### config.mk
export PLATFORM = sky130hd
export DESIGN_NAME = frame_rx
export DESIGN_NICKNAME = d
export VERILOG_FILES = /design/src/rtl/frame_rx.sv
export SDC_FILE = /design/constraint.sdc
export NUM_CORES = 1
export LEC_CHECK = 0
export CORE_ASPECT_RATIO = 1.5
export CORE_MARGIN = 2
export CORE_UTILIZATION = 48
export DETAILED_ROUTE_END_ITERATION = 7
export PLACE_DENSITY_LB_ADDON = 0.3
export SLEW_MARGIN = 20
export SYNTH_ARGS = -nofsm -noshare
export SYNTH_HDL_FRONTEND = slang
export SYNTH_SLANG_ARGS = --single-unit
### constraint.sdc
create_clock -name clk -period 2.4 [get_ports clk]
set_input_delay 0.48 -clock clk [delete_from_list [all_inputs] [get_ports clk]]
set_output_delay 0.48 -clock clk [all_outputs]
set_load 0.1 [all_outputs]
### src/rtl/frame_rx.sv
// Receive deframer for the 8-lane ADC link: two-stage pipeline, LFSR sequence check, lock FSM.
// Optional lane7 parity check is compiled in with `define FRAME_RX_PARITY_EN.
`timescale 1ns/1ps
module frame_rx #(
  parameter int LOCK_CNT   = 4,
  parameter int UNLOCK_CNT = 4
) (
  input  logic        clk,
  input  logic        rst_n,
  input  logic [7:0]  lane0,
  input  logic [7:0]  lane1,
  input  logic [7:0]  lane2,
  input  logic [7:0]  lane3,
  input  logic [7:0]  lane4,
  input  logic [7:0]  lane5,
  input  logic [7:0]  lane6,
  input  logic [7:0]  lane7,
  output logic [47:0] adc_data_out,
  output logic        adc_valid,
  output logic        frame_lock,
  output logic        lfrs_err,
  output logic [15:0] err_cnt
);

  typedef enum logic [1:0] {HUNT = 2'd0, CHECK = 2'd1, LOCKED = 2'd2} state_t;

  state_t      state_q, state_d;
  logic [47:0] s1_data_q, s1_data_d;
  logic [3:0]  s1_rx_q, s1_rx_d;
  logic [3:0]  pred_q, pred_d;
  logic [3:0]  cnt_q, cnt_d;
  logic [3:0]  miss_q, miss_d;
  logic [47:0] adc_data_q, adc_data_d;
  logic        valid_q, valid_d;
  logic        lock_q, lock_d;
  logic        err_q, err_d;
  logic [15:0] err_cnt_q, err_cnt_d;
  logic        good;

`ifdef FRAME_RX_PARITY_EN
  logic [3:0]  s1_hi_q, s1_hi_d;
  logic [7:0]  s1_lane7_q, s1_lane7_d;
  logic        par_ok;
`else
  logic        unused_lanes;
  assign unused_lanes = ^{lane6[7:4], lane7};
`endif

  function automatic logic [3:0] lfsr_next(input logic [3:0] s);
    return {s[2:0], s[3] ^ s[2]};
  endfunction

  always_comb begin
    s1_data_d  = {lane0, lane1, lane2, lane3, lane4, lane5};
    s1_rx_d    = lane6[3:0];
    good       = (s1_rx_q == pred_q);
`ifdef FRAME_RX_PARITY_EN
    s1_hi_d    = lane6[7:4];
    s1_lane7_d = lane7;
    par_ok     = (s1_lane7_q == (s1_data_q[47:40] ^ s1_data_q[39:32] ^ s1_data_q[31:24] ^
                                 s1_data_q[23:16] ^ s1_data_q[15:8]  ^ s1_data_q[7:0]   ^
                                 {s1_hi_q, s1_rx_q}));
    good       = good && par_ok;
`endif
    state_d    = state_q;
    pred_d     = pred_q;
    cnt_d      = cnt_q;
    miss_d     = miss_q;
    adc_data_d = adc_data_q;
    valid_d    = 1'b0;
    err_d      = 1'b0;
    lock_d     = 1'b0;
    err_cnt_d  = err_cnt_q;
    case (state_q)
      HUNT: begin
        if (s1_rx_q != 4'd0) begin
          pred_d  = lfsr_next(s1_rx_q);
          cnt_d   = 4'd0;
          state_d = CHECK;
        end
      end
      CHECK: begin
        if (good) begin
          pred_d = lfsr_next(pred_q);
          if (cnt_q == 4'(LOCK_CNT - 1)) begin
            cnt_d   = 4'd0;
            miss_d  = 4'd0;
            state_d = LOCKED;
          end else begin
            cnt_d = cnt_q + 4'd1;
          end
        end else begin
          cnt_d = 4'd0;
          if (s1_rx_q == 4'd0) state_d = HUNT;
          else                 pred_d  = lfsr_next(s1_rx_q);
        end
      end
      LOCKED: begin
        // Once locked the local LFSR free-runs; received values never reseed it.
        pred_d = lfsr_next(pred_q);
        if (good) begin
          miss_d     = 4'd0;
          valid_d    = 1'b1;
          adc_data_d = s1_data_q;
        end else begin
          err_d = 1'b1;
          if (err_cnt_q != 16'hFFFF) err_cnt_d = err_cnt_q + 16'd1;
          if (miss_q == 4'(UNLOCK_CNT - 1)) begin
            miss_d  = 4'd0;
            state_d = HUNT;
          end else begin
            miss_d = miss_q + 4'd1;
          end
        end
        // Lock is reported from the first frame evaluated in LOCKED, so it rises with the first output.
        lock_d = (state_d == LOCKED);
      end
      default: state_d = HUNT;
    endcase
  end

  always_ff @(posedge clk or negedge rst_n) begin
    if (!rst_n) begin
      state_q    <= HUNT;
      s1_data_q  <= '0;
      s1_rx_q    <= '0;
      pred_q     <= '0;
      cnt_q      <= '0;
      miss_q     <= '0;
      adc_data_q <= '0;
      valid_q    <= 1'b0;
      lock_q     <= 1'b0;
      err_q      <= 1'b0;
      err_cnt_q  <= '0;
`ifdef FRAME_RX_PARITY_EN
      s1_hi_q    <= '0;
      s1_lane7_q <= '0;
`endif
    end else begin
      state_q    <= state_d;
      s1_data_q  <= s1_data_d;
      s1_rx_q    <= s1_rx_d;
      pred_q     <= pred_d;
      cnt_q      <= cnt_d;
      miss_q     <= miss_d;
      adc_data_q <= adc_data_d;
      valid_q    <= valid_d;
      lock_q     <= lock_d;
      err_q      <= err_d;
      err_cnt_q  <= err_cnt_d;
`ifdef FRAME_RX_PARITY_EN
      s1_hi_q    <= s1_hi_d;
      s1_lane7_q <= s1_lane7_d;
`endif
    end
  end

  assign adc_data_out = adc_data_q;
  assign adc_valid    = valid_q;
  assign frame_lock   = lock_q;
  assign lfrs_err     = err_q;
  assign err_cnt      = err_cnt_q;

endmodule

Word level (Yosys, flattened, before mapping)
Index checks and enable logic that the tools add are counted.

Register bits after elaboration: 133. Input bits: 66. Output and inout port bits: 67. Word-level logic and storage cells: 68.

Add/sub/neg operators: 3. Equal/unequal tests: 13. Mux-type cells: 26. Bitwise gates (word level): 3. Reduce and logical (&&, ||, !) cells: 12.

Operators by type and width (number): two-way mux 4 bit (10); adder 16 x 1 -> 16 bit, second input constant (1); != test 16 bit, second input constant (1); case mux 4 bit (2 select lines) (2); two-way mux 2 bit (7); case mux 4 bit (3 select lines) (1); AND reduction 3 bit (4); != test 3 bit, second input constant (3); adder 4 x 1 -> 4 bit, second input constant (2); equality test 4 x 2 -> 1 bit, second input constant (2); != test 2 bit, second input constant (3); case mux 2 bit (3 select lines) (1); two-way mux 1 bit (5); equality test 2 bit, second input constant (2); equality test 4 bit (1); zero test 4 bit (1); AND reduction 2 bit (2); nonzero test 2 bit (2); nonzero test 4 bit (1); nonzero test 3 bit (1); equality test 2 x 1 -> 1 bit, second input constant (1); zero test 2 bit (1); bitwise XOR 1 bit (2); inverter 1 bit (1).

Longest topological paths before layout
Gate-level depths: netlist of the first run.

Depth in word-level cells: 6. Mapped depth: 8. Mapped depth without buffers: 7.

Least setup slack after synthesis of the first run
Ideal clock, no wire load.

Path kind: register to register. Start point: reg err_cnt_q[0] (netlist: err_cnt[0]). End point: reg err_cnt_q[1] (netlist: err_cnt[1]). Setup time: 0.126 ns. Arrival time: 2.513 ns. Required time: 2.274 ns. Setup slack: -0.239 ns. Stages on the path, launching flop included: 7. Buffers on the path: 0. Period minus slack after synthesis: 2.639 ns. Path through: dfrtp_1 > ha_1 > inv_1 > nor4_1 > nand3_1 > nand2_1 > mux2_2.

Cells in the longest elaborated chain, start to end: 2. Elaborated cells on any way between the ends: 3. Classes of those cells: 1 x add/sub; 1 x eq/ne; 1 x reduce/logical.

RTL lines: start, declared (line 37) `logic [15:0] err_cnt_q, err_cnt_d;`; start signal, assigned (line 150) `err_cnt_q <= err_cnt_d;`; parallel branches: the longest is 2 deep, another holds adder 16 x 1 -> 16 bit.

Several ways; the timed one is not identified. A chain may end at the register's enable or synchronous reset.

Final worst setup path of the first run
Start point: reg pred_q[3]. End point: reg err_cnt_q[1] (netlist: err_cnt[1]).

Cells in the longest elaborated chain, start to end: 3.

RTL lines: start, declared (line 30) `logic [3:0] pred_q, pred_d;`; start signal, assigned (line 143) `pred_q <= pred_d;`; equality test 4 bit (line 56) `good = (s1_rx_q == pred_q);`; inverter 1 bit (no line); AND reduction 3 bit (no line).

No other way between the ends.

==> flow_summary.toml, run 1 <==
[status]
status = "finished clean"

[synthesis]
synth_top_area_cell = "dfrtp_1"
synth_area_per_cell_um2 = 15.09
ys_seq_area_share_pct = 67.43
synth_seq_cells = 133
netlist_instances = 327
synth_area_leaders = "dfrtp_1, mux2_2, mux2_4"
netlist_area_um2 = 4936
synth-edff-count = 0
ys_warn_count = 0
yosys_most_used_dff = "dfrtp_1"
synth_top_area_share_pct = 67.43
synth.net_count = 402
synth_cell_types = 45
synthArstFlopShare_pct = 100.0

[worst_setup_path]
cp_slowest_cell = "o41ai_4"
arrival_ns = 2.38
path_delay_family = "compound AO/OA/AOI/OAI gates"
crit_buf_inv = 1
r2r_slack_ns = 0.32
start_kind = "flop"
critPathKind = "reg -> reg"
cp-end-kind = "flop"
crit_chain = "xor2_2 > o41ai_4 > inv_1 > nand2_1 > mux2_2"
crit_required_ns = 2.70
crit_path_max_fanout = 7
slowest_delay_ns = 0.60

[global_route]
grt_max_degree = 72
antenna_found_initial = 0
grt_pass1_wl_mm = 15.25
grt_pass1_vias = 3196
track_usage_pct = 18.22
grt-ovfl-total = 0

[clock_tree]
cts_buffers = 17
clkTransAtPathRegs_ns = 0.06
cts_hold_buf = 0
ctsRootBufferMaster = "clkbuf_16"
post_cts_resized = 0
clockBufferDepth = 2
cts_htree_levels = 4
clock-sinks = 133
clk_latency_ns = 0.41
post-cts-setup-buffers = 0
tritoncts = "done"

[power_and_ir_drop]
p_int_mw = 4.230
comb_power_share_pct = 8.1
vdd_drop_max_uv = 505.4
switching_share_pct = 22.73
seq_power_share_pct = 43.7
finalPower_mw = 5.474
pwr-share-clk_pct = 48.2
p_leak_nw = 3.302
power_density_nw_per_um2 = 807.4
p_switching_mw = 1.244

[sta]
worst_pin_slew_ns = 0.5423
maxSlewViolCount = 0
slew_headroom_pct = 63.72
rsz0062_at_grt = "no"
timing.setup.tns_ns = 0
fin_skew_ns = 0.007221
max_freq_mhz = 480.1
setup_violations = 0
timing.final.ws_setup_ns = 0.3173
final_hold_viol_count = 0
timing.final.crit_period_ns = 2.083
fin_crit_sh_pct = 86.78
fin_hold_ws_ns = 0.02675

[job]
max_cap_viol_count = 0

[route]
wl_per_cell_um = 16.21
drt_iter0_markers = 128
drc = 0
vias = 3085
vias_per_cell = 5.185
antenna_left = 0
routed_wl_mm = 9.646
drtPass1Iterations = 4

[placement]
gp_congestion = 0.8045
dpl-instance-area_um2 = 6158
dpl.hpwl_mm = 6.762
pre_cts_slack_ns = 0.3455
dp.cells = 563
port_buffers = 120

[cells_and_area]
layout.cells.non_filler = 595
num-fill-cells = 721
area_growth_syn_to_layout_pct = 37.34
post-route-util_pct = 67.26
seq_area_um2 = 3346
drive_gt1_share_pct = 37.87
finalNetCount = 540
n_antenna_cell = 0
final_area_um2 = 6779
multiInputGateArea_um2 = 1516

[floorplan]
dieWidth_um = 86.80
start_util_pct = 48.98
ioPinCount = 133
coreArea_um2 = 10080
die_h_um = 128.2
dieArea_um2 = 11130
rows = 45

[hold_path]
min_path_type = "in -> async"
registers in the layout, summed over array words and instances, names as in the netlist, 2 cells and up:
name / cells
s1_data_q: 48
miss_q: 4
cnt_q: 4
err_cnt: 16
adc_data_out: 48
pred_q: 4
s1_rx_q: 4
state_q: 2
logic make-up after synthesis:
group,Yosys count,share of synthesized area [%]
muxes,51,12.29
AOI/OAI and AO/OA,32,4.791
and+or+nand+nor,65,7.655
buffers and inverters,19,1.901
adders and majority gates,9,2.281
xor gates and xnor gates,18,3.650
DFF,133,67.43
cell type report:
class / count / share of cell area, %
inverters: 11 / 0.6091
repair buffers: 127 / 16.35
flip-flops and latches: 133 / 49.35
well taps: 117 / 2.159
multi-input cells: 175 / 22.37
clock buffers: 21 / 6.940
clock inverters: 11 / 2.215
worst register-to-register path, cell delays in order (launching register included):
cell,delay [ns]
dfrtp_1,0.43
xor2_2,0.23
o41ai_4,0.61
inv_1,0.22
nand2_1,0.15
mux2_2,0.34
worst paths after layout:
check / start / endpoint / depth (start not counted)
max: pred_q[3] / err_cnt[1] / 5
min: rst_n / adc_data_out[41] / 1
max reg2reg: pred_q[3] / err_cnt[1] / 5
min reg2reg: s1_data_q[24] / adc_data_out[24] / 1
max in group asynchronous: rst_n / err_cnt[14] / 2
min in group clk: s1_data_q[24] / adc_data_out[24] / 1
synth_stat cells, types with 2 or more instances:
library cell and number:
mux2_2 41, nand2_1 19, o31ai_1 2, nor2b_1 2
nand4_1 7, o21ai_0 7, nor2_1 10, nand3_1 9
a32oi_1 3, o22ai_1 2, a31oi_1 3, nand3b_1 2
buf_2 3, clkbuf_1 2, xor2_2 3, nor3_1 2
buf_6 2, xnor2_1 10, nor4_1 2, nor3b_1 3
mux2_4 9, a21oi_1 4, inv_1 11, a21o_1 2
o41ai_1 3, dfrtp_1 133, ha_1 9, xor2_1 5
routing by layer:
metal	wire length, µm	vias to the layer above	share of wire (%)	global-route usage, %
met2	5286	94	55	30.98
li1	-	1417	-	-
met5	0	-	0	0
met1	3717	1559	39	20.30
met3	461	15	4.8	6.504
met4	181	0	1.9	7.904
cells in the final DEF, fill, tap and decap left out, types with 3 or more instances in the layout:
cell	count
clkinvlp_4	5
nor2_1	10
a31oi_1	3
dfrtp_2	14
nor3b_1	3
o21ai_0	7
xor2_2	3
nand3_1	9
buf_4	73
mux2_2	41
clkbuf_8	3
ha_1	9
a21oi_1	4
bufinv_16	3
a32oi_1	3
nand2_1	18
xnor2_1	10
inv_1	11
clkbuf_16	17
xor2_1	5
clkdlybuf4s50_1	52
nand4_1	7
mux2_4	9
o41ai_1	3
dfrtp_1	119
power by group through the flow:
stage,combinational [mW],sequential [mW],clock (mW)
global placement,0.424,2.42,0
floorplan,0.249,2.42,0
detailed placement,0.444,2.43,0
CTS,0.448,2.39,2.69
finish,0.441,2.39,2.64
global route,0.493,2.40,2.79
No activity file was read; power rests on OpenSTA's default activity.
==> inputs of run 2 (changes only) <==
--- a/config.mk
+++ b/config.mk
@@ -5,9 +5,10 @@
 export SDC_FILE = /design/constraint.sdc
 export NUM_CORES = 1
 export LEC_CHECK = 0
+export ABC_AREA = 1
 export CORE_ASPECT_RATIO = 1.5
 export CORE_MARGIN = 2
-export CORE_UTILIZATION = 48
+export CORE_UTILIZATION = 49
 export DETAILED_ROUTE_END_ITERATION = 7
 export PLACE_DENSITY_LB_ADDON = 0.3
 export SLEW_MARGIN = 20
==> run 2 against run 1 <==
Net effect: sequential share of layout area decreased by 1.5 points; wire length increased by 22%; via count increased by 28%; critical path depth increased by 6; flip-flop and latch count unchanged; largest cell class unchanged.
==> flow_summary.toml, run 2 <==
[worst_setup_path]
r2r_cells = 11
setup.worst_path.end = "err_cnt[5]"
cp-end-kind = "flop"
path_delay_family = "simple AND/OR/NAND/NOR gates"
crit_chain = "inv_2 > nand2_1 > nand2_1 > nor2_2 > nand2_4 > nand2_4 > inv_2 > nand2_4 > inv_4 > nand2_1 > o21ai_0"
crit_path_max_fanout = 38
arrival_ns = 2.13
start_kind = "flop"
crit_required_ns = 2.68
r2r_slack_ns = 0.55
worstReg2RegStart = "pred_q[2]"
slowest_delay_ns = 0.38
cp_slowest_cell = "dfrtp_1"
crit_cells = 11
crit_buf_inv = 3
r2r_end = "err_cnt[5]"
critPathKind = "reg -> reg"
crit_path_start = "pred_q[2]"

[sta]
max_freq_mhz = 540.0
slew_headroom_pct = 55.58
timing.setup.tns_ns = 0
timing.final.ws_setup_ns = 0.5483
worst_pin_slew_ns = 0.6662
maxSlewViolCount = 0
fin_crit_sh_pct = 77.15
timing.final.crit_period_ns = 1.852
fin_skew_ns = 0.006742
rsz0062_at_grt = "no"
setup_violations = 0
final_hold_viol_count = 0

[synthesis]
synth_top_area_share_pct = 63.88
synth_common_cells = "nand2_1, dfrtp_1, o21ai_0, inv_1, nor2_1"
ys_warn_count = 0
ys_seq_area_share_pct = 63.88
netlist_area_um2 = 5210
synth.net_count = 602
synth_cell_types = 29
synth_seq_cells = 133
synth_most_common_cell = "nand2_1"
synth_area_per_cell_um2 = 9.886
yosys_most_used_dff = "dfrtp_1"
synth-edff-count = 0
synth_area_leaders = "dfrtp_1, nand2_1, o21ai_0"
synth_top_area_cell = "dfrtp_1"
netlist_instances = 527
synthArstFlopShare_pct = 100.0

[route]
wl_per_cell_um = 14.47
antenna_left = 0
vias_per_cell = 4.859
drc = 0
vias = 3941
routed_wl_mm = 11.74
drtPass1Iterations = 5
drt_iter0_markers = 186

[clock_tree]
clock-sinks = 133
post_cts_resized = 0
clockBufferDepth = 2
clk_latency_ns = 0.40
cts_buffers = 17
clkTransAtPathRegs_ns = 0.06
tritoncts = "done"
post-cts-setup-buffers = 0
cts_hold_buf = 0
ctsRootBufferMaster = "clkbuf_16"
cts_htree_levels = 4

[floorplan]
start_util_pct = 49.74
die_h_um = 130.3
ioPinCount = 133
dieArea_um2 = 11490
dieWidth_um = 88.19
coreArea_um2 = 10480
rows = 46

[cells_and_area]
area_growth_syn_to_layout_pct = 33.55
finalNetCount = 731
drive_gt1_share_pct = 18.14
n_antenna_cell = 0
layout_commonest_cell = "nand2_1"
post-route-util_pct = 66.42
final_cell_mix = "nand2_1, dfrtp_1, buf_4"

[hold_path]
min_path_type = "in -> async"

[placement]
pre_cts_slack_ns = 0.5564
port_buffers = 120
dpl.hpwl_mm = 8.116
gp_congestion = 0.9284

[global_route]
track_usage_pct = 21.80
grt_max_degree = 70
grt_pass1_wl_mm = 18.94
grt-ovfl-total = 0
antenna_found_initial = 0
grt_pass1_vias = 3921

[power_and_ir_drop]
vdd_drop_max_uv = 868.1
power_density_nw_per_um2 = 1518
p_leak_nw = 3.609

[job]
max_cap_viol_count = 0

[status]
status = "finished clean"
run 2: cell type report:
| type | count | area (µm²) |
|---|---|---|
| fill | 825 | 3517 |
| sequential | 133 | 3328 |
| multi-input combinational | 335 | 1630 |
| timing repair buffer | 128 | 1107 |
| clock buffer | 20 | 446.7 |
| tap | 144 | 180.2 |
| inverter | 41 | 156.4 |
| clock inverter | 10 | 108.9 |
run 2: stage by stage:
| step | total power, mW | instances | instance area [µm²] | hold slack (ns) |
|---|---|---|---|---|
| after global placement | 8.087 | 781 | 6402 | 0.4282 |
| after CTS | 10.64 | 811 | 6958 | 0.08983 |
| after global routing | 11.02 | 811 | 6958 | 0.1234 |
| final | 10.57 | 811 | 6958 | 0.06087 |
| after floorplan | 6.972 | 527 | 5210 | 0.1844 |
| after detailed placement | 8.184 | 781 | 6402 | 0.4358 |
run 2: worst min path at each step:
stage          cells past startpoint                to           from  slack (ns)
2_1_floorplan                      0   adc_data_out[0]          rst_n        0.18
3_3_place_gp                       2  adc_data_out[38]  s1_data_q[38]        0.43
3_5_place_dp                       2  adc_data_out[19]  s1_data_q[19]        0.44
4_1_cts                            1         pred_q[2]          rst_n        0.09
5_1_grt                            1         pred_q[2]          rst_n        0.12
6_report                           1         pred_q[2]          rst_n        0.06
run 2: routing by layer:
metal  track usage (%)  wire length (µm)  up-vias
met1             25.27              4564     1889
met4             9.893               248        0
met2             37.24              6284      108
met5                 0                 0        -
met3             6.072               639       24
li1                  -                 -     1920
run 2: cells by family (layout without fill, tap and decap cells):
family | after synthesis | after routing | synth area share (%)
AO/OA/AOI/OAI | 70 | 70 | 7.012
XOR/XNOR | 17 | 17 | 2.858
adder cells (fa/ha/maj) | 9 | 9 | 2.161
buffers and inverters | 59 | 199 | 4.827
flip-flops | 133 | 133 | 63.88
AND/OR/NAND/NOR | 239 | 239 | 19.26
run 2: where the power goes:
part	switching (mW)	leakage, nW	total (mW)	internal (mW)
Sequential	0.319	1.72	3.09	2.77
Clock	0.888	0.271	2.42	1.53
Combinational	4.12	1.62	5.06	0.935
